[src/rtl/branch_resolver.sv]
// Execute-side branch resolver: queues in-flight predictions from fetch, checks them
// against EX outcomes, drives predictor updates, mispredict flush/redirect and statistics.
module branch_resolver #(
   parameter int unsigned DEPTH = 4,
   parameter int unsigned CNT_W = 32
) (
   input  logic             clk,
   input  logic             rstn,
   input  logic             if_push,
   input  logic [31:0]      if_pc,
   input  logic             if_pred_taken,
   input  logic [31:0]      if_pred_target,
   output logic             q_full,
   input  logic             ex_valid,
   input  logic             ex_taken,
   input  logic [31:0]      ex_target,
   input  logic             ext_flush,
   output logic             upd_valid,
   output logic [31:0]      upd_pc,
   output logic             upd_taken,
   output logic             mispredict,
   output logic [31:0]      redirect_pc,
   output logic [CNT_W-1:0] br_count,
   output logic [CNT_W-1:0] mp_count,
   output logic             err_overflow,
   output logic             err_underflow
);

   localparam int unsigned PC_W  = 32;
   localparam int unsigned PTR_W = $clog2(DEPTH);
   localparam int unsigned OCC_W = PTR_W + 1;

   typedef struct packed {
      logic [PC_W-1:0] pc;
      logic            pred_taken;
      logic [PC_W-1:0] pred_target;
   } entry_t;

   entry_t            mem_q [DEPTH];
   logic [PTR_W-1:0]  wr_ptr_q, wr_ptr_d;
   logic [PTR_W-1:0]  rd_ptr_q, rd_ptr_d;
   logic [OCC_W-1:0]  occ_q, occ_d;

   logic              upd_valid_q, upd_valid_d;
   logic [PC_W-1:0]   upd_pc_q, upd_pc_d;
   logic              upd_taken_q, upd_taken_d;
   logic              mispredict_q, mispredict_d;
   logic [PC_W-1:0]   redirect_pc_q, redirect_pc_d;
   logic [CNT_W-1:0]  br_count_q, br_count_d;
   logic [CNT_W-1:0]  mp_count_q, mp_count_d;
   logic              err_ov_q, err_ov_d;
   logic              err_un_q, err_un_d;

   logic              full_c, empty_c, pop_c, push_c, mp_c;
   entry_t            head_c;

   // Queue control, resolution and next-state of every register
   always_comb begin
      full_c        = (occ_q == OCC_W'(DEPTH));
      empty_c       = (occ_q == '0);
      head_c        = empty_c ? '0 : mem_q[rd_ptr_q];
      pop_c         = ex_valid && !empty_c;
      mp_c          = ex_valid && ((ex_taken != head_c.pred_taken) ||
                                   (ex_taken && (ex_target != head_c.pred_target)));
      // A mispredict or external flush means anything fetched this cycle is wrong-path
      push_c        = if_push && !mp_c && !ext_flush && (!full_c || pop_c);

      wr_ptr_d      = wr_ptr_q;
      rd_ptr_d      = rd_ptr_q;
      occ_d         = occ_q;
      upd_valid_d   = ex_valid;
      upd_pc_d      = upd_pc_q;
      upd_taken_d   = upd_taken_q;
      mispredict_d  = mp_c;
      redirect_pc_d = redirect_pc_q;
      br_count_d    = br_count_q;
      mp_count_d    = mp_count_q;
      err_ov_d      = err_ov_q | (if_push && full_c && !ex_valid);
      err_un_d      = err_un_q | (ex_valid && empty_c);

      if (mp_c || ext_flush) begin
         rd_ptr_d = wr_ptr_q;
         occ_d    = '0;
      end else begin
         if (pop_c)  rd_ptr_d = PTR_W'(rd_ptr_q + 1'b1);
         if (push_c) wr_ptr_d = PTR_W'(wr_ptr_q + 1'b1);
         occ_d = OCC_W'(occ_q + OCC_W'(push_c) - OCC_W'(pop_c));
      end

      if (ex_valid) begin
         upd_pc_d      = head_c.pc;
         upd_taken_d   = ex_taken;
         redirect_pc_d = ex_taken ? ex_target : PC_W'(head_c.pc + PC_W'(4));
         if (br_count_q != '1) br_count_d = CNT_W'(br_count_q + CNT_W'(1));
      end
      if (mp_c && (mp_count_q != '1)) mp_count_d = CNT_W'(mp_count_q + CNT_W'(1));
   end

   // Control and output registers
   always_ff @(posedge clk) begin
      if (!rstn) begin
         wr_ptr_q      <= '0;
         rd_ptr_q      <= '0;
         occ_q         <= '0;
         upd_valid_q   <= 1'b0;
         upd_pc_q      <= '0;
         upd_taken_q   <= 1'b0;
         mispredict_q  <= 1'b0;
         redirect_pc_q <= '0;
         br_count_q    <= '0;
         mp_count_q    <= '0;
         err_ov_q      <= 1'b0;
         err_un_q      <= 1'b0;
      end else begin
         wr_ptr_q      <= wr_ptr_d;
         rd_ptr_q      <= rd_ptr_d;
         occ_q         <= occ_d;
         upd_valid_q   <= upd_valid_d;
         upd_pc_q      <= upd_pc_d;
         upd_taken_q   <= upd_taken_d;
         mispredict_q  <= mispredict_d;
         redirect_pc_q <= redirect_pc_d;
         br_count_q    <= br_count_d;
         mp_count_q    <= mp_count_d;
         err_ov_q      <= err_ov_d;
         err_un_q      <= err_un_d;
      end
   end

   // Payload storage needs no reset; empty slots are never read
   always_ff @(posedge clk) begin
      if (rstn && push_c) begin
         mem_q[wr_ptr_q] <= '{pc: if_pc, pred_taken: if_pred_taken, pred_target: if_pred_target};
      end
   end

   assign q_full        = full_c;
   assign upd_valid     = upd_valid_q;
   assign upd_pc        = upd_pc_q;
   assign upd_taken     = upd_taken_q;
   assign mispredict    = mispredict_q;
   assign redirect_pc   = redirect_pc_q;
   assign br_count      = br_count_q;
   assign mp_count      = mp_count_q;
   assign err_overflow  = err_ov_q;
   assign err_underflow = err_un_q;

endmodule

[config.mk]
export PLATFORM = sky130hd
export DESIGN_NAME = branch_resolver
export DESIGN_NICKNAME = d
export VERILOG_FILES = /design/src/rtl/branch_resolver.sv
export SDC_FILE = /design/constraint.sdc
export NUM_CORES = 1
export LEC_CHECK = 0
export CORE_ASPECT_RATIO = 1.25
export CORE_MARGIN = 2
export CORE_UTILIZATION = 59
export CTS_CLUSTER_SIZE = 20
export DETAILED_ROUTE_END_ITERATION = 6
export PLACE_DENSITY = 0.87
export SLEW_MARGIN = 25
export SYNTH_ARGS = -nofsm -noshare
export SYNTH_HDL_FRONTEND = slang
export SYNTH_SLANG_ARGS = --single-unit
[constraint.sdc]
create_clock -name clk -period 7.8 [get_ports clk]
set_input_delay 1.56 -clock clk [delete_from_list [all_inputs] [get_ports clk]]
set_output_delay 1.56 -clock clk [all_outputs]
set_load 0.03 [all_outputs]
# Word-level counts from Yosys, hierarchy flattened
# Memories as Yosys holds them, arrays and structs flattened. A register that Yosys moved wholly into a read port is not among the register bits.
# Index checks and enable logic that the tools add are counted.
[totals] inputBits=103 regBits=140 memories=1 wordCells=61 ram_bits=260 output_inout_bits=134
[memory_table] memory="mem_q" depth=4 word_bits=65 rd=1 rd_ports_with_merged_regs=1 wr=1 line_no="39" text="entry_t mem_q [DEPTH];"
[op_classes] eq_ne=5 mux=8 n_reduce_logical=24 n_addsub=7 bitwise_logic=4
[ops] operator="$mux W65" count=1
[ops] operator="$add A32 B1 Y32 const B" count=2
[ops] operator="$ne A32 B32 Y1 const B" count=2
[ops] operator="$add A32 B3 Y32 const B" count=1
[ops] operator="$mux W32" count=1
[ops] operator="$ne A32 B32 Y1" count=1
[ops] operator="$logic_and A1 B1 Y1" count=11
[ops] operator="$mux W2" count=4
[ops] operator="$logic_not A1 Y1" count=5
[ops] operator="$add A2 B1 Y2 const B" count=2
[ops] operator="$reduce_and A2 Y1" count=2
[ops] operator="$add A3 B1 Y3" count=1
[ops] operator="$eq A3 B3 Y1 const B" count=1
[ops] operator="$logic_not A3 Y1" count=1
[ops] operator="$logic_or A1 B1 Y1" count=3
[ops] operator="$sub A3 B1 Y3" count=1
[ops] operator="$mux W1" count=2
[ops] operator="$not A1 Y1" count=2
[ops] operator="$or A1 B1 Y1" count=2
[ops] operator="$reduce_bool A2 Y1" count=1
[ops] operator="$reduce_or A2 Y1" count=1
[ops] operator="$ne A1 B1 Y1" count=1

# Depth between registers and ports, before layout
[depth] word_depth=13 mapped_depth=17 mapped_depth_nobuf=13

# Least setup slack after synthesis
# OpenSTA, ideal clock, no wires.
[synth_timing] path_kind="input -> register" startpoint="input port ex_target[24]" endpoint="memory mem_q[0][0] (netlist name) (enable)" path_buffers=1 setup_ps=428 path_stages=8 required_time_ps=7372 path_slack_ps=2827 arrival_time_ps=4545 path_cell_list="nor4b_1 a22oi_1 a22o_1 nor4_1 a221o_2 nor2b_1 buf_2 and4_1"
[synth_via] elab_chain_cells=11
[synth_rtl] item="from (decl)" line_no="16" text="input logic [31:0] ex_target,"
[synth_rtl] item="$ne A32 B32 Y1" line_no="64" text="(ex_taken && (ex_target != head_c.pred_target)));"
[synth_rtl] item="$logic_and A1 B1 Y1" line_no="64"
[synth_rtl] item="$logic_or A1 B1 Y1" line_no="63" text="mp_c = ex_valid && ((ex_taken != head_c.pred_taken) ||"
[synth_rtl] item="$logic_and A1 B1 Y1" line_no="63"
[synth_rtl] item="$logic_not A1 Y1" line_no="66" text="push_c = if_push && !mp_c && !ext_flush && (!full_c || pop_c);"
[synth_rtl] item="$logic_and A1 B1 Y1 (3 in series)" line_no="66"
[synth_rtl] item="$logic_and A1 B1 Y1" line_no="132" text="if (rstn && push_c) begin"
[synth_rtl] item="$mux W1" line_no="132"
[synth_rtl] item="$mux W1 (not written as such)" line_no="133" text="mem_q[wr_ptr_q] <= '{pc: if_pc, pred_taken: if_pred_taken, pred_target: if_pred_target};"
[synth_rtl] item="to (decl)" line_no="39"
# No other way between the ends.

# Final worst setup path
[layout_timing] startpoint="input port ex_target[29]" endpoint="memory mem_q[2][21] (netlist name) (enable)"
# The elaborated chain is that of the path after synthesis.

==> metrics <==
final-report setup violation count=0; hold buffers post-CTS=0; antenna violations before repair=1; part of the cycle the worst path needs=roughly three quarters; cell type of the slowest stage on the worst timing path=sky130_fd_sc_hd__and4_2; fmax=171.5 MHz; Max VDD drop=around 180 uV; setup TNS=0 ps; number of violations of the max-capacitance limit=0; Clock Sinks=402; htree depth=2; count of inserted antenna diode cells=0; total CTS buffers=39; clock latency at the later pin of the worst-skew pair=540 ps; switching power share of the total=22.88%; pin count of the biggest net entering global routing=between 70 and 80; mux share of post-synthesis cell area=10.72%; Int Pwr=0.003528 W; library cell used as clock root buffer=sky130_fd_sc_hd__clkbuf_16; via count of the first global-routing pass=around 12000; gr ovfl total=0; Placement Rows=a little under 70; adder-cell share of the synthesized area=less than 1%; fin util=73.75%; number of synthesis warnings=0; category of the critical setup timing path=in -> reg; list of cells traversed by the critical path=clkdlybuf4s50_1 > nand2b_1 > o32ai_1 > o41ai_1 > o211ai_1 > nor4_1 > a221o_2 > buf_4 > nor2b_1 > and4_2 > buf_12; initial cell density of the core=around 60%; sequential group share of total power=between 50% and 60%; Hold WS=about 460 ps; Core Box Area=~28000 sq um; ratio of cells with drive above 1 in the final layout=about 10%; commonest non-fill, non-tap cell in the layout=sky130_fd_sc_hd__edfxtp_1; TritonCTS clock tree=yes; Die Wd=approximately 160 microns; Total GRT Usage=a little under a third; unrepaired setup endpoints after global routing=no; wire length of the first global-routing pass=70.06 mm; run status=finished clean; peak per-stage delay on the critical path=around 900 ps; count of buffers from port buffering=around 240; Clock Skew=between 20 and 30 ps; final weighted congestion in routability-driven placement=between 0.9 and 1; post-CTS sizing=0; proportion of power drawn by the clock network=between 40% and 50%; Critical Path Source=ex_target[29]; combinational family with the most area after synthesis=simple AND/OR/NAND/NOR gates; prevailing post-synth register cell=sky130_fd_sc_hd__edfxtp_1; Simple-Gate Fraction of Synth Area=about an eighth; Worst Path Max Fanout=58; drt first-iter violations=about 1500; number of library cell types mapped by synthesis=67; type of the tightest min-delay check=reg -> reg; transition at the pin with the smallest max-transition slack=~1100 ps; Reg clk slew, reported paths=~60 ps; Static Leakage=around 6.7 nW; data arrival at the endpoint of the critical path=6040 ps; Die Footprint=30390 sq um; via density per instance=6.426; Top-Level Pins=roughly 240; 1st-pass router iterations=7; area delta synth->final=22.77%; buffers inserted during post-CTS setup optimization=0; Chip Height=194.4 microns; launch point of the worst hold path=upd_pc[27]; Synth Net Count=around 1400; Filler cells=around 1800; Final nets=1653; proportion of synthesized flip-flops having asynchronous set or reset=0%; number of synthesized flops with an enable pin=260; DP Area=roughly 20000 sq um; power dissipated by switching net loads=~0.0010 W; post-route design area=21010 sq um; Data required, critical path=8010 ps; compound-gate portion of the synthesized area=between 7 and 8%; power density of the placed cells=between 200 and 250 nW/um^2; final-report hold violation count=0; count of nets left with antenna violations after detail routing=0; via count=around 12000; flip-flop and latch count after synthesis=around 400; number of slew-limit violations in the final report=0; Wirelength per Cell=~24 microns; HPWL after DPL=between 30 and 40 mm; most frequent cells in the layout=260 x sky130_fd_sc_hd__edfxtp_1, 234 x sky130_fd_sc_hd__clkdlybuf4s50_1, 140 x sky130_fd_sc_hd__dfxtp_1; gate count after technology mapping=1322; post-synthesis sequential area ratio=about 62%; max-slew headroom at the worst pin=~26%; combinational share of power=around 7.5%; clock period minus final worst setup slack=around 5800 ps; post-detailed-route DRC marker count=0; startpoint kind of the worst setup timing path=primary input; maximum clock insertion buffer count=3; Syn Std Cell Area=about 17000 sq um; endpoint class of the critical path=register; per-instance average area after synthesis=12.95 sq um; xor and xnor area share after synthesis=3.480%; total wire length after detailed routing=between 40 and 50 mm
## logic make-up (layout without fill, tap and decap cells)
kind of cell / count (synthesis) / count (layout)
adders and majority gates: 9 / 9
muxes: 108 / 108
buffers and inverters: 108 / 358
AOI/OAI and AO/OA: 193 / 193
and+or+nand+nor: 434 / 434
DFF: 402 / 402
xor gates and xnor gates: 68 / 68
## state kept, by name, indices dropped and copies added (netlist names), 2 cells and up, named ones only
name,count
mp_count,32
mem_q,260
redirect_pc,32
br_count,32
upd_pc,32
rd_ptr_q,2
occ_q,3
wr_ptr_q,2
## final timing paths
kind | to | slack (ps) | cells after the start
min | upd_pc[27] | 460 | 2
max | mem_q[2][21] | 1970 | 11
max reg2reg | mem_q[2][21] | 2080 | 10
min reg2reg | upd_pc[27] | 460 | 2
## synthesized netlist by cell type, drive strengths merged, types with 4 or more instances
cell	number	area, sq um
inv	34	127.6
nor2	117	441.7
xnor2	45	394.1
o21a	4	30.03
a22o	11	96.34
o41ai	4	35.03
nor4	15	112.6
nor2b	5	31.28
a211oi	5	37.54
a22oi	25	187.7
and2	16	100.1
edfxtp	260	7807
nor3	13	75.07
clkbuf	46	172.7
ha	8	100.1
o31ai	9	67.56
o21ai	54	270.3
buf	28	196.4
nand4	30	187.7
mux4	60	1351
a21oi	53	265.3
nor4b	7	61.31
and3	18	112.6
a221oi	5	43.79
xor2	23	201.4
nand3	55	275.3
mux2i	46	460.4
and4	9	78.83
nand2b	7	43.79
dfxtp	142	2843
or3	24	150.1
nand2	100	375.4
or4	11	82.58
## metrics by stage
stage | total power, W | std cells | setup slack, ps
2_1_floorplan | 0.002537 | 1322 | 2827
3_3_place_gp | 0.002686 | 1855 | 1783
3_5_place_dp | 0.002696 | 1855 | 1561
4_1_cts | 0.004582 | 1927 | 2076
5_1_grt | 0.004681 | 1927 | 1691
6_report | 0.004575 | 1927 | 1969
## power by group through the flow
stage | registers [W] | clock network [W] | logic [W]
6_report | 0.00232 | 0.00191 | 0.000343
4_1_cts | 0.00232 | 0.00193 | 0.000337
5_1_grt | 0.00232 | 0.00200 | 0.000359
3_3_place_gp | 0.00236 | 0 | 0.000324
3_5_place_dp | 0.00236 | 0 | 0.000332
2_1_floorplan | 0.00238 | 0 | 0.000156
## critical path: cells and delay by family
kind / cells / cell delay (ps)
and+or+nand+nor: 4 / 2010
AOI/OAI and AO/OA: 4 / 1030
buffers and inverters: 3 / 1360
## per-layer routing
metal | vias up | part of all wire (%) | GRT usage (%)
li1 | 5428 | - | -
met1 | 6003 | 35 | 38.20
met2 | 817 | 50 | 51.36
met3 | 135 | 11 | 5.819
met4 | 0 | 4.3 | 12.88
met5 | - | 0 | 0
## area by class of cell
class                   count  area [sq um]  share of cell area [%]
multi-input cells         812          5973                   28.43
clock buffers              49          1119                   5.324
clock inverters            23         192.7                  0.9170
repair buffers            252          2497                   11.89
flip-flops and latches    402         10660                   50.72
well taps                 355         444.2                   2.114
inverters                  34         127.6                  0.6074
No activity file was read; power rests on OpenSTA's default activity.
